`config.mk`:
```
export PLATFORM = sky130hd
export DESIGN_NAME = fp_operand_unpack_flat
export DESIGN_NICKNAME = d
export VERILOG_FILES = /design/src/rtl/fp_operand_unpack_if.sv /design/src/rtl/fp_operand_unpack.sv /design/src/flat_wrapper.sv
export SDC_FILE = /design/constraint.sdc
export NUM_CORES = 1
export LEC_CHECK = 0
export CAP_MARGIN = 20
export CORE_ASPECT_RATIO = 0.5
export CORE_UTILIZATION = 49
export DETAILED_ROUTE_END_ITERATION = 16
export PLACE_DENSITY_LB_ADDON = 0.25
export SETUP_SLACK_MARGIN = 0.05
export SLEW_MARGIN = 20
export SYNTH_ARGS = -nofsm -noshare
export SYNTH_HDL_FRONTEND = slang
export SYNTH_SLANG_ARGS = --single-unit
```
`constraint.sdc`:
```
create_clock -name clk -period 4.97 [get_ports clk]
set_input_delay 0.7455 -clock clk [delete_from_list [all_inputs] [get_ports clk]]
set_output_delay 0.7455 -clock clk [all_outputs]
set_load 0.02 [all_outputs]
```
`src/rtl/fp_operand_unpack_if.sv`:
```
// fp_operand_unpack_if: operand-pair handshake and unpacked result bundle
interface fp_operand_unpack_if #(parameter int EXP_W = 10);
  logic             in_valid;
  logic             in_ready;
  logic [31:0]      op_A;
  logic [31:0]      op_B;
  logic             out_valid;
  logic             out_ready;
  logic             sign_A;
  logic             sign_B;
  logic [7:0]       exp_A;
  logic [7:0]       exp_B;
  logic [22:0]      mantis_A;
  logic [22:0]      mantis_B;
  logic [2:0]       type_A;
  logic [2:0]       type_B;
  logic [EXP_W-1:0] norm_exp_A;
  logic [EXP_W-1:0] norm_exp_B;
  logic [23:0]      norm_sig_A;
  logic [23:0]      norm_sig_B;
  modport master (
    output in_valid, op_A, op_B, out_ready,
    input  in_ready, out_valid, sign_A, sign_B, exp_A, exp_B, mantis_A, mantis_B,
           type_A, type_B, norm_exp_A, norm_exp_B, norm_sig_A, norm_sig_B
  );
  modport slave (
    input  in_valid, op_A, op_B, out_ready,
    output in_ready, out_valid, sign_A, sign_B, exp_A, exp_B, mantis_A, mantis_B,
           type_A, type_B, norm_exp_A, norm_exp_B, norm_sig_A, norm_sig_B
  );
endinterface

```
`src/rtl/fp_operand_unpack.sv`:
```
// fp_operand_unpack: splits, classifies and normalizes an IEEE-754 binary32 operand pair
module fp_operand_unpack #(parameter int EXP_W = 10) (
  input logic clk,
  input logic rst,
  fp_operand_unpack_if.slave bus_io
);
  localparam logic [2:0] T_ZERO = 3'b000, T_INF = 3'b001, T_SUB = 3'b010, T_NORM = 3'b011, T_NAN = 3'b100;
  typedef enum logic [1:0] {IDLE, NORM, HOLD} state_t;
  state_t           state_q, state_d;
  logic [31:0]      op     [2];
  logic [2:0]       cls    [2];
  logic             sign_q [2], sign_d [2];
  logic [7:0]       exp_q  [2], exp_d  [2];
  logic [22:0]      man_q  [2], man_d  [2];
  logic [2:0]       type_q [2], type_d [2];
  logic [EXP_W-1:0] nexp_q [2], nexp_d [2];
  logic [23:0]      nsig_q [2], nsig_d [2];
  logic             cap, any_sub, all_done;

  function automatic logic [2:0] classify(input logic [31:0] x);
    return x[30:23] == 8'h00 ? (x[22:0] == '0 ? T_ZERO : T_SUB) :
           x[30:23] == 8'hFF ? (x[22:0] == '0 ? T_INF : T_NAN) : T_NORM;
  endfunction

  assign op[0]  = bus_io.op_A;
  assign op[1]  = bus_io.op_B;
  assign cls[0] = classify(op[0]);
  assign cls[1] = classify(op[1]);

  assign bus_io.in_ready  = !rst && (state_q == IDLE || (state_q == HOLD && bus_io.out_ready));
  assign bus_io.out_valid = !rst && state_q == HOLD;
  assign cap      = bus_io.in_valid && bus_io.in_ready;
  assign any_sub  = cls[0] == T_SUB || cls[1] == T_SUB;
  assign all_done = (type_q[0] != T_SUB || nsig_q[0][23] || nsig_q[0][22]) &&
                    (type_q[1] != T_SUB || nsig_q[1][23] || nsig_q[1][22]);

  // Control: capture from IDLE/HOLD, shift in NORM until both leading ones land, hold until accepted
  always_comb begin
    state_d = state_q;
    if (cap)
      state_d = any_sub ? NORM : HOLD;
    else if (state_q == NORM && all_done)
      state_d = HOLD;
    else if (state_q == HOLD && bus_io.out_ready)
      state_d = IDLE;
  end

  // Datapath: load fields and initial normalized values on capture, shift unnormalized subnormals in NORM
  always_comb begin
    for (int i = 0; i < 2; i++) begin
      sign_d[i] = sign_q[i];
      exp_d[i]  = exp_q[i];
      man_d[i]  = man_q[i];
      type_d[i] = type_q[i];
      nexp_d[i] = nexp_q[i];
      nsig_d[i] = nsig_q[i];
      if (cap) begin
        sign_d[i] = op[i][31];
        exp_d[i]  = op[i][30:23];
        man_d[i]  = op[i][22:0];
        type_d[i] = cls[i];
        nsig_d[i] = cls[i] == T_ZERO ? '0 : {cls[i] == T_NORM, op[i][22:0]};
        nexp_d[i] = cls[i] == T_NORM ? EXP_W'(op[i][30:23]) - EXP_W'(127) :
                    cls[i] == T_SUB  ? -EXP_W'(126) :
                    cls[i] == T_ZERO ? '0 : EXP_W'(128);
      end else if (state_q == NORM && type_q[i] == T_SUB && !nsig_q[i][23]) begin
        nsig_d[i] = nsig_q[i] << 1;
        nexp_d[i] = nexp_q[i] - EXP_W'(1);
      end
    end
  end

  // State and output registers, cleared by reset so an interrupted operation never surfaces
  always_ff @(posedge clk) begin
    if (rst) begin
      state_q <= IDLE;
      for (int i = 0; i < 2; i++) begin
        sign_q[i] <= '0;
        exp_q[i]  <= '0;
        man_q[i]  <= '0;
        type_q[i] <= '0;
        nexp_q[i] <= '0;
        nsig_q[i] <= '0;
      end
    end else begin
      state_q <= state_d;
      for (int i = 0; i < 2; i++) begin
        sign_q[i] <= sign_d[i];
        exp_q[i]  <= exp_d[i];
        man_q[i]  <= man_d[i];
        type_q[i] <= type_d[i];
        nexp_q[i] <= nexp_d[i];
        nsig_q[i] <= nsig_d[i];
      end
    end
  end

  assign bus_io.sign_A     = sign_q[0];
  assign bus_io.sign_B     = sign_q[1];
  assign bus_io.exp_A      = exp_q[0];
  assign bus_io.exp_B      = exp_q[1];
  assign bus_io.mantis_A   = man_q[0];
  assign bus_io.mantis_B   = man_q[1];
  assign bus_io.type_A     = type_q[0];
  assign bus_io.type_B     = type_q[1];
  assign bus_io.norm_exp_A = nexp_q[0];
  assign bus_io.norm_exp_B = nexp_q[1];
  assign bus_io.norm_sig_A = nsig_q[0];
  assign bus_io.norm_sig_B = nsig_q[1];
endmodule

```
`src/flat_wrapper.sv`:
```
// flat-port wrapper written by rule: the top's interface ports become plain ports
module fp_operand_unpack_flat 
#(parameter int EXP_W = 10)
  (clk, rst, bus_io_in_valid, bus_io_op_A, bus_io_op_B, bus_io_out_ready, bus_io_in_ready, bus_io_out_valid, bus_io_sign_A, bus_io_sign_B, bus_io_exp_A, bus_io_exp_B, bus_io_mantis_A, bus_io_mantis_B, bus_io_type_A, bus_io_type_B, bus_io_norm_exp_A, bus_io_norm_exp_B, bus_io_norm_sig_A, bus_io_norm_sig_B);
  fp_operand_unpack_if #(.EXP_W(EXP_W)) bus_io_i ();
  input logic clk;
  input logic rst;
  input wire logic [$bits(bus_io_i.in_valid)-1:0] bus_io_in_valid;
  input wire logic [$bits(bus_io_i.op_A)-1:0] bus_io_op_A;
  input wire logic [$bits(bus_io_i.op_B)-1:0] bus_io_op_B;
  input wire logic [$bits(bus_io_i.out_ready)-1:0] bus_io_out_ready;
  output wire logic [$bits(bus_io_i.in_ready)-1:0] bus_io_in_ready;
  output wire logic [$bits(bus_io_i.out_valid)-1:0] bus_io_out_valid;
  output wire logic [$bits(bus_io_i.sign_A)-1:0] bus_io_sign_A;
  output wire logic [$bits(bus_io_i.sign_B)-1:0] bus_io_sign_B;
  output wire logic [$bits(bus_io_i.exp_A)-1:0] bus_io_exp_A;
  output wire logic [$bits(bus_io_i.exp_B)-1:0] bus_io_exp_B;
  output wire logic [$bits(bus_io_i.mantis_A)-1:0] bus_io_mantis_A;
  output wire logic [$bits(bus_io_i.mantis_B)-1:0] bus_io_mantis_B;
  output wire logic [$bits(bus_io_i.type_A)-1:0] bus_io_type_A;
  output wire logic [$bits(bus_io_i.type_B)-1:0] bus_io_type_B;
  output wire logic [$bits(bus_io_i.norm_exp_A)-1:0] bus_io_norm_exp_A;
  output wire logic [$bits(bus_io_i.norm_exp_B)-1:0] bus_io_norm_exp_B;
  output wire logic [$bits(bus_io_i.norm_sig_A)-1:0] bus_io_norm_sig_A;
  output wire logic [$bits(bus_io_i.norm_sig_B)-1:0] bus_io_norm_sig_B;
  assign bus_io_i.in_valid = bus_io_in_valid;
  assign bus_io_i.op_A = bus_io_op_A;
  assign bus_io_i.op_B = bus_io_op_B;
  assign bus_io_i.out_ready = bus_io_out_ready;
  assign bus_io_in_ready = bus_io_i.in_ready;
  assign bus_io_out_valid = bus_io_i.out_valid;
  assign bus_io_sign_A = bus_io_i.sign_A;
  assign bus_io_sign_B = bus_io_i.sign_B;
  assign bus_io_exp_A = bus_io_i.exp_A;
  assign bus_io_exp_B = bus_io_i.exp_B;
  assign bus_io_mantis_A = bus_io_i.mantis_A;
  assign bus_io_mantis_B = bus_io_i.mantis_B;
  assign bus_io_type_A = bus_io_i.type_A;
  assign bus_io_type_B = bus_io_i.type_B;
  assign bus_io_norm_exp_A = bus_io_i.norm_exp_A;
  assign bus_io_norm_exp_B = bus_io_i.norm_exp_B;
  assign bus_io_norm_sig_A = bus_io_i.norm_sig_A;
  assign bus_io_norm_sig_B = bus_io_i.norm_sig_B;
  fp_operand_unpack #(.EXP_W(EXP_W)) u_core (.clk(clk), .rst(rst), .bus_io(bus_io_i));
endmodule
```
==> results.cfg, run 1 <==
[yosys]
yosys.area.top_type = dfxtp_1
synthAdderAreaFrac_pct = 1.22
syn_area_per_cell_um2 = 7.75
synth_top_area_share_pct = 45.7
ys_warn_count = 0
synth_edf_count = 0
synth-async-reset-ratio_pct = 0
synthTopCellsByArea = dfxtp_1, nand2_1, a311oi_1
synth_compound_area_share_pct = 18.6
ys_seq_area_share_pct = 45.7
synth_area_um2 = 6130
synth_top_family_by_area = simple AND/OR/NAND/NOR gates
synth_ff_type = dfxtp_1
synth_mux_area_share_pct = 0
synth_xor_area_share_pct = 2.71
synthSimpleGateAreaFrac_pct = 27.4
synth_cells = 791
synth_seq_cells = 140
synthesis.nets = 865
synth_cell_types = 50

[floorplanning]
pin_count = 208
design.core.area_um2 = 12000
die-area_um2 = 13000
fp.dieH_um = 81.1
die_x_um = 160
rows = 28
start_util_pct = 51.0

[worst_hold_path]
min_path_cells = 2
min_path_type = reg2reg
holdPathEnd = u_core.man_q[0][21]
hp-start = u_core.man_q[0][21]

[critical_path]
slowest_delay_ns = 0.64
r2r_slack_ns = 2.23
critPathBufInv = 3
path_depth = 7
start_kind = input port
crit_required_ns = 5.28
end_kind = flop
r2r_cells = 6
path_delay_family = buffers and inverters
cp_slowest_cell = buf_4
criticalPathCategory = in2reg
critPathMaxFanout = 69
crit_arrival_ns = 3.51
r2r-start = u_core.state_q[1]
path_cells = clkdlybuf4s50_1, nand2b_1, nand3_4, buf_4, buf_4, nor2_1, a311oi_1
reg2reg_to = u_core.nsig_q[0][27]
crit_top_cell = buf_4

[placement]
io_buffers = 207
place_hpwl_um = 12200
gp_congestion = 0.888

[global_route]
antenna_found_initial = 0
grt_overflow = 0
grt_pass1_wl_um = 29500
grt_busiest_layer = met2
grt_pass1_vias = 5945
grtUsageTotal_pct = 28.5
grt_use_met3_pct = 7.56
gr-usage-met1_pct = 35.6
grt_max_degree = 91
use_met2_pct = 48.4

[final_layout]
layout-drive-gt1-share_pct = 5.12
fin_nets = 1038
antenna_cells = 0
syn2layout_area_growth_pct = 44.9

[timing]
max_slew_margin_pct = 25.0
setup_viol = 0
rsz0062_at_grt = no
finClkSkew_ns = 0.00960
setup_tns_ns = 0
period_needed_ns = 3.20
whs_ns = 0.452
fmax_mhz = 312
min_period_over_period_pct = 64.4
hold_viol = 0
drv_slew = 0
tightest_slew_ns = 1.13

[clock_tree]
clock-sinks = 140
clkLatencyLatePin_ns = 0.41
cts_root_buf = clkbuf_16
postCtsHoldBufs = 0
clkSlewWorstSetupHoldPaths_ns = 0.06
cts_resized = 0
htreeDepth = 4
clockBufferDepth = 2
cts_tree = yes
post-cts-setup-buffers = 0
numCtsBuffers = 17

[route]
drc_errors = 0
first_iter_violations = 702
wl_per_cell_um = 16.4
num_vias = 6490
wirelength_um = 18700
first_pass_iters = 6
ant_nets = 0
via_per_inst = 5.68

[power]
ir_worst_vdd_mv = 0.221
total_power_mw = 3.17
p_leak_nw = 3.11
powerDensity_nw_per_um2 = 357

[flow_run]
maxCapViolCount = 0

[run_status]
status = finished clean
## layer usage
layer	routed length [µm]	share of wire [%]	vias to the layer above
met5	0	0	-
met4	278	1.5	0
met3	1770	9.4	35
met2	8880	47	336
met1	7810	42	3027
li1	-	-	3092
## per-stage QoR
step / util (%) / std cells / cell area (µm²) / worst slack, ns
after floorplan: - / 791 / 6130 / 2.78
after global placement: 68.5 / 1110 / 8230 / 1.49
after detailed placement: 68.5 / 1110 / 8230 / 1.42
after CTS: 73.9 / 1142 / 8880 / 1.81
after global routing: 73.9 / 1142 / 8880 / 1.55
final: 73.9 / 1142 / 8880 / 1.77
## kinds of logic (layout without fill, tap and decap cells)
logic type	Yosys count	count (layout)
xor+xnor	19	19
buf+inv	69	255
simple gates	385	385
compound gates	172	172
fa+ha+maj	6	6
flops	140	140
## worst max path at each step
stage	start	to
CTS	bus_io_out_ready	u_core.nsig_q[0][27]
global route	rst	u_core.nsig_q[0][27]
global placement	rst	u_core.nsig_q[0][43]
finish	bus_io_out_ready	u_core.nsig_q[0][27]
floorplan	bus_io_op_B[28]	u_core.nexp_q[0][11]
detailed placement	bus_io_out_ready	u_core.nsig_q[0][36]
## power by group
part / internal [mW] / total, mW / switching (mW)
sequential: 1.19 / 1.25 / 0.0566
combinational: 0.234 / 0.514 / 0.280
clock: 0.909 / 1.41 / 0.503
## placed cells by master, fill, tap and decap left out, drive strengths merged, types with 10 or more instances in the layout
| cell type | count |
|---|---|
| nand2 | 235 |
| clkdlybuf4s50 | 206 |
| dfxtp | 140 |
| a21oi | 77 |
| nor2 | 68 |
| a311oi | 48 |
| nor3 | 20 |
| clkbuf | 19 |
| nand3 | 15 |
| inv | 15 |
| xnor2 | 13 |
| nor4 | 11 |
| o21ai | 11 |
| a211oi | 10 |
## worst min-delay path: stages (launching register included)
cell     delay [ns]
dfxtp_1        0.31
nand2_1        0.05
a21oi_1        0.05
## registers in the layout (all words and copies together) (netlist names)
| name | flops |
|---|---|
| u_core.nexp_q | 20 |
| u_core.state_q | 2 |
| u_core.nsig_q | 48 |
| u_core.man_q | 46 |
| u_core.exp_q | 16 |
| u_core.type_q | 6 |
| u_core.sign_q | 2 |
## area by class of cell
class,instances,area (µm²)
clock buffer,19,443
clock inverter,13,213
fill,905,3130
inverter,12,45.0
multi-input combinational,582,3070
sequential,140,2800
tap,165,206
timing repair buffer,211,2100
## cell usage after synthesis (2+ instances only)
cell      instances
and3_1            3
inv_1            12
and4_1            4
buf_1            10
buf_2             6
nor3_1           19
xnor2_1          13
nand2b_1          2
a21oi_1          77
o21ai_0          11
nand4_1           3
and2_1            6
a22oi_1           2
nand2_1         235
o31ai_1           2
clkbuf_1         41
ha_1              6
nor2_1           67
xor2_1            6
nand3_1          15
o22ai_1           2
nor4b_2           3
nor3b_1           2
or4_1             3
or3_1             4
nor4_1           11
a31oi_1           8
o211ai_1          2
dfxtp_1         140
a311oi_1         48
a211oi_1          9
(Power assumes the default switching activity.)
==> run 2: changes to the inputs <==
--- a/config.mk
+++ b/config.mk
@@ -7,7 +7,7 @@
 export LEC_CHECK = 0
 export CAP_MARGIN = 20
 export CORE_ASPECT_RATIO = 0.5
-export CORE_UTILIZATION = 49
+export CORE_UTILIZATION = 41
 export DETAILED_ROUTE_END_ITERATION = 16
 export PLACE_DENSITY_LB_ADDON = 0.25
 export SETUP_SLACK_MARGIN = 0.05
==> constraint.sdc (replaced) <==
create_clock -name clk -period 2.9 [get_ports clk]
set_input_delay 0.435 -clock clk [delete_from_list [all_inputs] [get_ports clk]]
set_output_delay 0.435 -clock clk [all_outputs]
set_load 0.02 [all_outputs]
==> results.cfg, run 2 (same netlist as run 1, synthesis figures left out) <==
[run_status]
status = finished clean

[critical_path]
end_kind = primary output
slowest_delay_ns = 0.60
critPathMaxFanout = 3
r2r_cells = 5
cp-startpoint = bus_io_out_ready
crit_arrival_ns = 1.88
start_kind = input port
path_cells = clkdlybuf4s50_1, nand2b_1, and2_1, clkdlybuf4s50_1
r2r_slack_ns = 0.70
crit_top_cell = clkdlybuf4s50_1
cp_slowest_cell = clkdlybuf4s50_1
criticalPathCategory = in2out
reg2reg_to = u_core.nsig_q[0][22]
r2r-start = u_core.type_q[0][1]
endpoint = bus_io_in_ready
crit_required_ns = 2.47

[clock_tree]
clock-sinks = 140
post-cts-setup-buffers = 0
htreeDepth = 4
clkLatencyLatePin_ns = 0.41
cts_tree = yes
numCtsBuffers = 17
cts_resized = 0
clkSlewWorstSetupHoldPaths_ns = 0.06
postCtsHoldBufs = 0
cts_root_buf = clkbuf_16
clockBufferDepth = 2

[timing]
hold_viol = 0
setup_viol = 0
rsz0062_at_grt = no
drv_slew = 0
max_slew_margin_pct = 55.2
finClkSkew_ns = 0.0102
period_needed_ns = 2.32
min_period_over_period_pct = 79.9
fmax_mhz = 431
tightest_slew_ns = 0.673
worst_slack_ns = 0.582
setup_tns_ns = 0

[route]
ant_nets = 0
wirelength_um = 18600
drc_errors = 0
num_vias = 6255
wl_per_cell_um = 15.8
first_iter_violations = 465
first_pass_iters = 5
via_per_inst = 5.29

[global_route]
antenna_found_initial = 0
grt_max_degree = 80
grt_pass1_wl_um = 28200
grtUsageTotal_pct = 23.1
grt_overflow = 0
grt_pass1_vias = 5506

[final_layout]
largest-register = u_core.nsig_q
largest_reg_flops = 48
layout_commonest_cell = nand2_1
mostFrequentLayoutCells = nand2_1, clkdlybuf4s50_1, dfxtp_1, a21oi_1, nor2_1
fin_nets = 1046
antenna_cells = 0
largestRegisters = u_core.nsig_q (48), u_core.man_q (46), u_core.nexp_q (20)
layout-drive-gt1-share_pct = 5.99
syn2layout_area_growth_pct = 46.8

[floorplanning]
start_util_pct = 42.1
pin_count = 208
die_x_um = 175
die-area_um2 = 15500
rows = 31
design.core.area_um2 = 14500
fp.dieH_um = 88.5

[flow_run]
maxCapViolCount = 0

[placement]
io_buffers = 207
place_hpwl_um = 12800
place_ws_ns = 0.282
gp_congestion = 0.835

[power]
ir_worst_vdd_mv = 0.415
total_power_mw = 5.40
p_leak_nw = 3.16
powerDensity_nw_per_um2 = 600

[worst_hold_path]
min_path_type = in2reg
-- run 2: cell count changes in the layout (fill, tap and decap cells not counted), sizes merged --
cell	previous run	this run
clkinv	2	4
inv	15	16
buf	5	13
clkbuf	19	18
clkinvlp	3	2
bufinv	5	4
-- run 2: through the flow --
step,hold WS [ns],area (µm²),cells,util [%]
after floorplan,0.455,6130,791,-
after global placement,0.441,8350,1151,57.4
after detailed placement,0.446,8350,1151,57.4
after CTS,0.320,9000,1183,61.9
after global routing,0.328,9000,1183,61.9
final,0.341,9000,1183,61.9
-- run 2: report_power, final --
part,switching (mW),internal (mW),total (mW)
combinational,0.475,0.408,0.883
sequential,0.0941,2.04,2.14
clock,0.902,1.48,2.39
total,1.47,3.93,5.40
-- run 2: layout make-up --
cell class | instances | area (µm²)
clock buffers | 18 | 439
clock inverters | 14 | 208
fillers | 1301 | 5540
inverters | 12 | 45.0
multi-input cells | 582 | 3070
flip-flops and latches | 140 | 2800
well taps | 198 | 248
repair buffers | 219 | 2180
-- run 2: worst min-delay path by stage --
stage | startpoint | to | slack (ns) | cells past startpoint
after floorplan | u_core.state_q[0] | u_core.state_q[0] | 0.45 | 2
after detailed placement | u_core.man_q[0][34] | u_core.man_q[0][34] | 0.45 | 2
after global routing | rst | u_core.exp_q[0][5] | 0.33 | 2
after global placement | u_core.man_q[0][36] | u_core.man_q[0][36] | 0.44 | 2
final | rst | u_core.exp_q[0][5] | 0.34 | 2
after CTS | rst | u_core.exp_q[0][1] | 0.32 | 2
-- run 2: worst max-delay path: cells and delay by family --
| family | cells | cell delay [ns] |
|---|---|---|
| AND/OR/NAND/NOR | 2 | 0.37 |
| buffers and inverters | 2 | 1.07 |
-- run 2: metal layers --
layer	global-route usage (%)	wire length (µm)
met1	31.1	8680
met2	37.3	8600
met3	4.81	1140
met4	7.51	225
met5	0	0
